<file path="config.mk">
export PLATFORM = sky130hd
export DESIGN_NAME = game_ctrl
export DESIGN_NICKNAME = d
export VERILOG_FILES = /design/src/rtl/game_pkg.sv /design/src/rtl/game_ctrl_rise_detect.sv /design/src/rtl/game_ctrl.sv
export SDC_FILE = /design/constraint.sdc
export NUM_CORES = 1
export LEC_CHECK = 0
export CAP_MARGIN = 20
export CELL_PAD_IN_SITES_DETAIL_PLACEMENT = 1
export CELL_PAD_IN_SITES_GLOBAL_PLACEMENT = 2
export CORE_ASPECT_RATIO = 1.25
export CORE_UTILIZATION = 29
export CTS_BUF_LIST = sky130_fd_sc_hd__clkbuf_16
export DETAILED_ROUTE_END_ITERATION = 16
export PLACE_DENSITY = 0.75
export SLEW_MARGIN = 20
export SYNTH_ARGS = -nofsm -noshare
export SYNTH_HDL_FRONTEND = slang
export SYNTH_SLANG_ARGS = --single-unit
</file>
<file path="constraint.sdc">
create_clock -name clk -period 2.15 [get_ports clk]
set_input_delay 0.5375 -clock clk [delete_from_list [all_inputs] [get_ports clk]]
set_output_delay 0.5375 -clock clk [all_outputs]
set_load 0.01 [all_outputs]
</file>
<file path="src/rtl/game_pkg.sv">
// Shared types and constants for the game sequencer and its helpers.
package game_pkg;

    typedef enum logic [1:0] {
        IDLE      = 2'd0,
        COUNTDOWN = 2'd1,
        RUN       = 2'd2,
        OVER      = 2'd3
    } game_state_t;

    localparam int BCD_W = 16;
    localparam int FRM_W = 8;
    localparam int DIV_W = 4;

    localparam int DEF_COUNTDOWN_FRAMES = 180;
    localparam int DEF_OVER_HOLD_FRAMES = 120;
    localparam int DEF_TICK_DIV         = 1;

endpackage

</file>
<file path="src/rtl/game_ctrl_rise_detect.sv">
// Rising-edge detector for an already synchronous, debounced button level.
module rise_detect (
    input  logic clk,
    input  logic rst_n,
    input  logic level,
    output logic rise
);

    logic prev;

    // Previous value resets to 0, so a button held through reset reports one edge.
    always_ff @(posedge clk or negedge rst_n) begin
        if (!rst_n) begin
            prev <= 1'b0;
        end else begin
            prev <= level;
        end
    end

    assign rise = level & ~prev;

endmodule

</file>
<file path="src/rtl/game_ctrl.sv">
// Game sequencer: start/over pulses, gated score ticks, pause and session high score.
module game_ctrl
    import game_pkg::*;
#(
    parameter int COUNTDOWN_FRAMES = DEF_COUNTDOWN_FRAMES,
    parameter int OVER_HOLD_FRAMES = DEF_OVER_HOLD_FRAMES,
    parameter int TICK_DIV         = DEF_TICK_DIV
) (
    input  logic             clk,
    input  logic             rst_n,
    input  logic             frame_end,
    input  logic             btn_start,
    input  logic             btn_pause,
    input  logic             collision,
    input  logic [BCD_W-1:0] score_bcd,
    output logic             game_start,
    output logic             game_over,
    output logic             game_tick,
    output logic             score_rst_n,
    output logic [1:0]       state,
    output logic             paused,
    output logic [BCD_W-1:0] high_score,
    output logic             new_high
);

    localparam logic [FRM_W-1:0] CD_LOAD   = FRM_W'(COUNTDOWN_FRAMES);
    localparam logic [FRM_W-1:0] OVER_LOAD = FRM_W'(OVER_HOLD_FRAMES);
    localparam logic [DIV_W-1:0] DIV_LAST  = DIV_W'(TICK_DIV - 1);

    game_state_t      state_q;
    logic [FRM_W-1:0] frm_cnt;
    logic [DIV_W-1:0] tick_div;
    logic             start_rise;
    logic             pause_rise;

    rise_detect u_start_rise (
        .clk   (clk),
        .rst_n (rst_n),
        .level (btn_start),
        .rise  (start_rise)
    );

    rise_detect u_pause_rise (
        .clk   (clk),
        .rst_n (rst_n),
        .level (btn_pause),
        .rise  (pause_rise)
    );

    always_ff @(posedge clk or negedge rst_n) begin
        if (!rst_n) begin
            state_q     <= IDLE;
            frm_cnt     <= '0;
            tick_div    <= '0;
            game_start  <= 1'b0;
            game_over   <= 1'b0;
            game_tick   <= 1'b0;
            score_rst_n <= 1'b1;
            paused      <= 1'b0;
            high_score  <= '0;
            new_high    <= 1'b0;
        end else begin
            game_start  <= 1'b0;
            game_over   <= 1'b0;
            game_tick   <= 1'b0;
            score_rst_n <= 1'b1;

            unique case (state_q)
                IDLE: begin
                    if (start_rise) begin
                        state_q     <= COUNTDOWN;
                        frm_cnt     <= CD_LOAD;
                        score_rst_n <= 1'b0;
                    end
                end

                COUNTDOWN: begin
                    if (frame_end) begin
                        if (frm_cnt <= 8'd1) begin
                            state_q    <= RUN;
                            frm_cnt    <= '0;
                            game_start <= 1'b1;
                            new_high   <= 1'b0;
                            tick_div   <= '0;
                            paused     <= 1'b0;
                        end else begin
                            frm_cnt <= frm_cnt - 8'd1;
                        end
                    end
                end

                RUN: begin
                    if (paused) begin
                        if (pause_rise) begin
                            paused <= 1'b0;
                        end
                    end else if (collision) begin
                        // Collision outranks a coincident frame or pause edge.
                        state_q   <= OVER;
                        game_over <= 1'b1;
                        paused    <= 1'b0;
                        frm_cnt   <= OVER_LOAD;
                    end else begin
                        if (pause_rise) begin
                            paused <= 1'b1;
                        end
                        if (frame_end) begin
                            if (tick_div >= DIV_LAST) begin
                                tick_div  <= '0;
                                game_tick <= 1'b1;
                            end else begin
                                tick_div <= tick_div + 4'd1;
                            end
                        end
                    end
                end

                OVER: begin
                    // game_over is high only in the first OVER cycle, when the score is frozen.
                    if (game_over && (score_bcd > high_score)) begin
                        high_score <= score_bcd;
                        new_high   <= 1'b1;
                    end
                    if (frame_end) begin
                        if (frm_cnt <= 8'd1) begin
                            state_q <= IDLE;
                            frm_cnt <= '0;
                        end else begin
                            frm_cnt <= frm_cnt - 8'd1;
                        end
                    end
                end

                default: state_q <= IDLE;
            endcase
        end
    end

    assign state = state_q;

endmodule
</file>
==> run_results.csv, run 1 <==
group,metric,value,unit
outcome,status,"finished, final reports clean",
clocking,root_buffer,"clkbuf_16",
yosys,synthSimpleGateAreaFrac,20.3,%
yosys,synth_edf_count,0,
cells_and_area,n_antenna_cell,0,
sta,final-hold-violation-count,0,
detailed_routing,ant_nets,0,
place,gp_congestion,0.700,
floorplan,dieWidth,83.2,µm
critical_path,start_kind,"flip-flop",
sta,rsz0062_at_grt,"yes",
clocking,clk_pin_slew_worst_paths,60,ps
sta,setup_viol,0,
cells_and_area,top_register,"high_score",
yosys,synthAdderAreaFrac,12.0,%
hold_path,hold_path.class,"flip-flop to flip-flop",
floorplan,core,0.00788,mm²
grt,antenna_found_initial,0,
critical_path,end_kind,"flip-flop",
critical_path,required,2330,ps
floorplan,die_y,104,µm
cells_and_area,ff_latch_area,853,µm²
pwr,power.density,461,mW/mm²
sta,post-route-period-util,98.7,%
yosys,yosysUniqueCellTypes,51,
sta,slew_headroom,68.8,%
yosys,ys_seq_area_share,35.6,%
clocking,clk-insertion-delay-late,280,ps
detailed_routing,routed_via_density,5.36,
run,maxCapViolations,0,
pwr,p_leak,1.63,nW
critical_path,critPathKind,"flip-flop to flip-flop",
detailed_routing,wl,7.78,mm
yosys,synth-async-reset-ratio,100,%
pwr,vdd_drop_max,339,µV
detailed_routing,wire_per_inst,17.6,µm
detailed_routing,vias,2374,
sta,fin_skew,5.52,ps
pwr,power.total,1.76,mW
yosys,ys_seq_elements,34,
sta,worst_slew_pin_slew,464,ps
sta,min_period,2120,ps
yosys,syn_nets,302,
detailed_routing,dr.pass1.iters,4,
yosys,yosysWarningCount,0,
critical_path,cp_max_fo,8,
clocking,htreeDepth,2,
critical_path,critPathArrivalTime,2310,ps
cells_and_area,n_fill_cell,868,
yosys,syn_area,0.00239,mm²
floorplan,fp.dieArea,0.00862,mm²
cells_and_area,mostFrequentLayoutCell,"buf_4",
cells_and_area,multiInputGateArea,0.00173,mm²
grt,grt_pass1_vias,2551,
clocking,cts_hold_buf,0,
detailed_routing,drcViolationCount,0,
clocking,numCtsBuffers,5,
yosys,synth.area.mux_share,1.78,%
yosys,synth_top_area_share,34.5,%
yosys,syn_inst,257,
cells_and_area,largest_reg_flops,16,
place,dp.final_hpwl,5.21,mm
grt,grt-ovfl-total,0,
cells_and_area,final_net_count,392,
cells_and_area,final_cell_mix,"41 x buf_4, 34 x inv_1, 32 x dfrtp_1, 32 x clkdlybuf4s50_1, 19 x nor2_1",
floorplan,rows,36,
yosys,yosys.area.top_type,"dfrtp_1",
sta,worst_hold_slack,461,ps
clocking,cts_buffer_depth,2,
clocking,cts_num_sinks,34,
floorplan,ios,46,
cells_and_area,drive_above_1_share,35.9,%
yosys,yosys-top-cells-area,"dfrtp_1 35%, ha_1 12%, inv_1 6.0%",
sta,fmax,471,MHz
yosys,syn_area_per_cell,9.31,µm²
grt,grt_max_degree,35,
grt,grt_first_pass_wirelength,12.9,mm
yosys,synth_top_family_by_area,"compound AO/OA/AOI/OAI gates",
detailed_routing,drt_iter0_drc,69,
floorplan,start_util,30.3,%
yosys,synth_flop_cell,"dfrtp_1",
yosys,synth_compound_area_share,22.0,%
cells_and_area,syn_to_final_growth,59.3,%
sta,maxSlewViolCount,0,
clocking,cts_tree,"yes",
grt,grtUsageTotal,18.5,%
place,io_buffers,45,
yosys,synth_xor_area_share,0,%
## final cells by class
type                            instances  area share, %
Multi-Input combinational cell        174           45.5
Sequential cell                        34           22.4
Timing Repair Buffer                   94           21.6
Inverter                               38           3.74
Clock buffer                            5           3.28
Tap cell                               95           3.12
Clock inverter                          3          0.328
## synthesized netlist by cell type, types with 2 or more instances
cell type and n:
mux2i_1 2, a21oi_1 7, nand4_1 2, nor4_1 17, o21ba_2 2, mux2_2 2
nor2_1 19, buf_2 5, nand2_1 11, inv_1 38, or3_4 2, o2bb2ai_1 3
nor3_4 2, a21o_1 2, o21ai_0 9, and3b_1 2, nor3_1 6, o31ai_1 16
ha_1 23, dfrtp_1 33, nand2b_1 4, nor2b_1 2, clkbuf_1 5, a32oi_1 16
## cells by family (layout without fill, tap and decap cells)
group | count (synthesis) | after routing
and+or+nand+nor | 78 | 78
muxes | 4 | 4
buffers and inverters | 49 | 140
adders and majority gates | 23 | 23
DFF | 34 | 34
AOI/OAI and AO/OA | 69 | 69
## layer usage
| metal | global-route usage (%) | share of wire (%) | vias up |
|---|---|---|---|
| li1 | - | - | 1133 |
| met1 | 22.0 | 42 | 1194 |
| met2 | 34.1 | 54 | 39 |
| met3 | 2.87 | 2.7 | 8 |
| met4 | 5.05 | 1.2 | 0 |
| met5 | 0 | 0 | - |
## power breakdown
part,switching [mW],leakage [nW],internal (mW)
combinational,0.151,1.21,0.149
clock,0.290,0.0724,0.420
sequential,0.0516,0.349,0.697
## critical path, stage by stage, from the launching register on
cell and delay [ps]:
dfrtp_1 370, inv_2 60, ha_4 260, nand4_4 110
buf_6 140, nor4_4 360, o21a_1 260, nor3_4 60
buf_6 150, o31ai_2 250
## final timing paths
kind | depth (start not counted) | slack, ps | start | endpoint
worst max-delay path | 9 | 30 | high_score[12] | high_score[10]
max in group asynchronous | 2 | 1110 | rst_n | state[1]
worst min-delay path | 1 | 460 | u_start_rise.prev | score_rst_n
worst min register to register | 1 | 460 | u_start_rise.prev | score_rst_n
min in group asynchronous | 2 | 680 | rst_n | high_score[6]
worst max register to register | 9 | 30 | high_score[12] | high_score[10]
## stage by stage
step | instance area [µm²] | setup WS, ps | cells | setup TNS, ps | util [%]
2_1_floorplan | 2390 | 8.25 | 257 | 0 | -
3_3_place_gp | 3200 | -733 | 425 | -12250 | 40.6
3_5_place_dp | 3200 | -783 | 425 | -12810 | 40.6
4_1_cts | 3600 | 1.35 | 438 | 0 | 45.7
5_1_grt | 3810 | -51.2 | 443 | -322 | 48.3
6_report | 3810 | 27.4 | 443 | 0 | 48.3
## repair_timing
item                                    4_1_cts  5_1_grt
setup buffers                                 5        5
resized for setup                            50       45
pin swaps                                    16       14
endpoints found under the setup margin       17       19
hold endpoints to repair                      0        0
(Power assumes the default switching activity.)
==> inputs of run 2 (changes only) <==
--- a/config.mk
+++ b/config.mk
@@ -13,7 +13,6 @@
 export CTS_BUF_LIST = sky130_fd_sc_hd__clkbuf_16
 export DETAILED_ROUTE_END_ITERATION = 16
 export PLACE_DENSITY = 0.75
-export SLEW_MARGIN = 20
 export SYNTH_ARGS = -nofsm -noshare
 export SYNTH_HDL_FRONTEND = slang
 export SYNTH_SLANG_ARGS = --single-unit
==> results of run 2 <==
Final layout, timing and power as in run 1 (identical DEF).
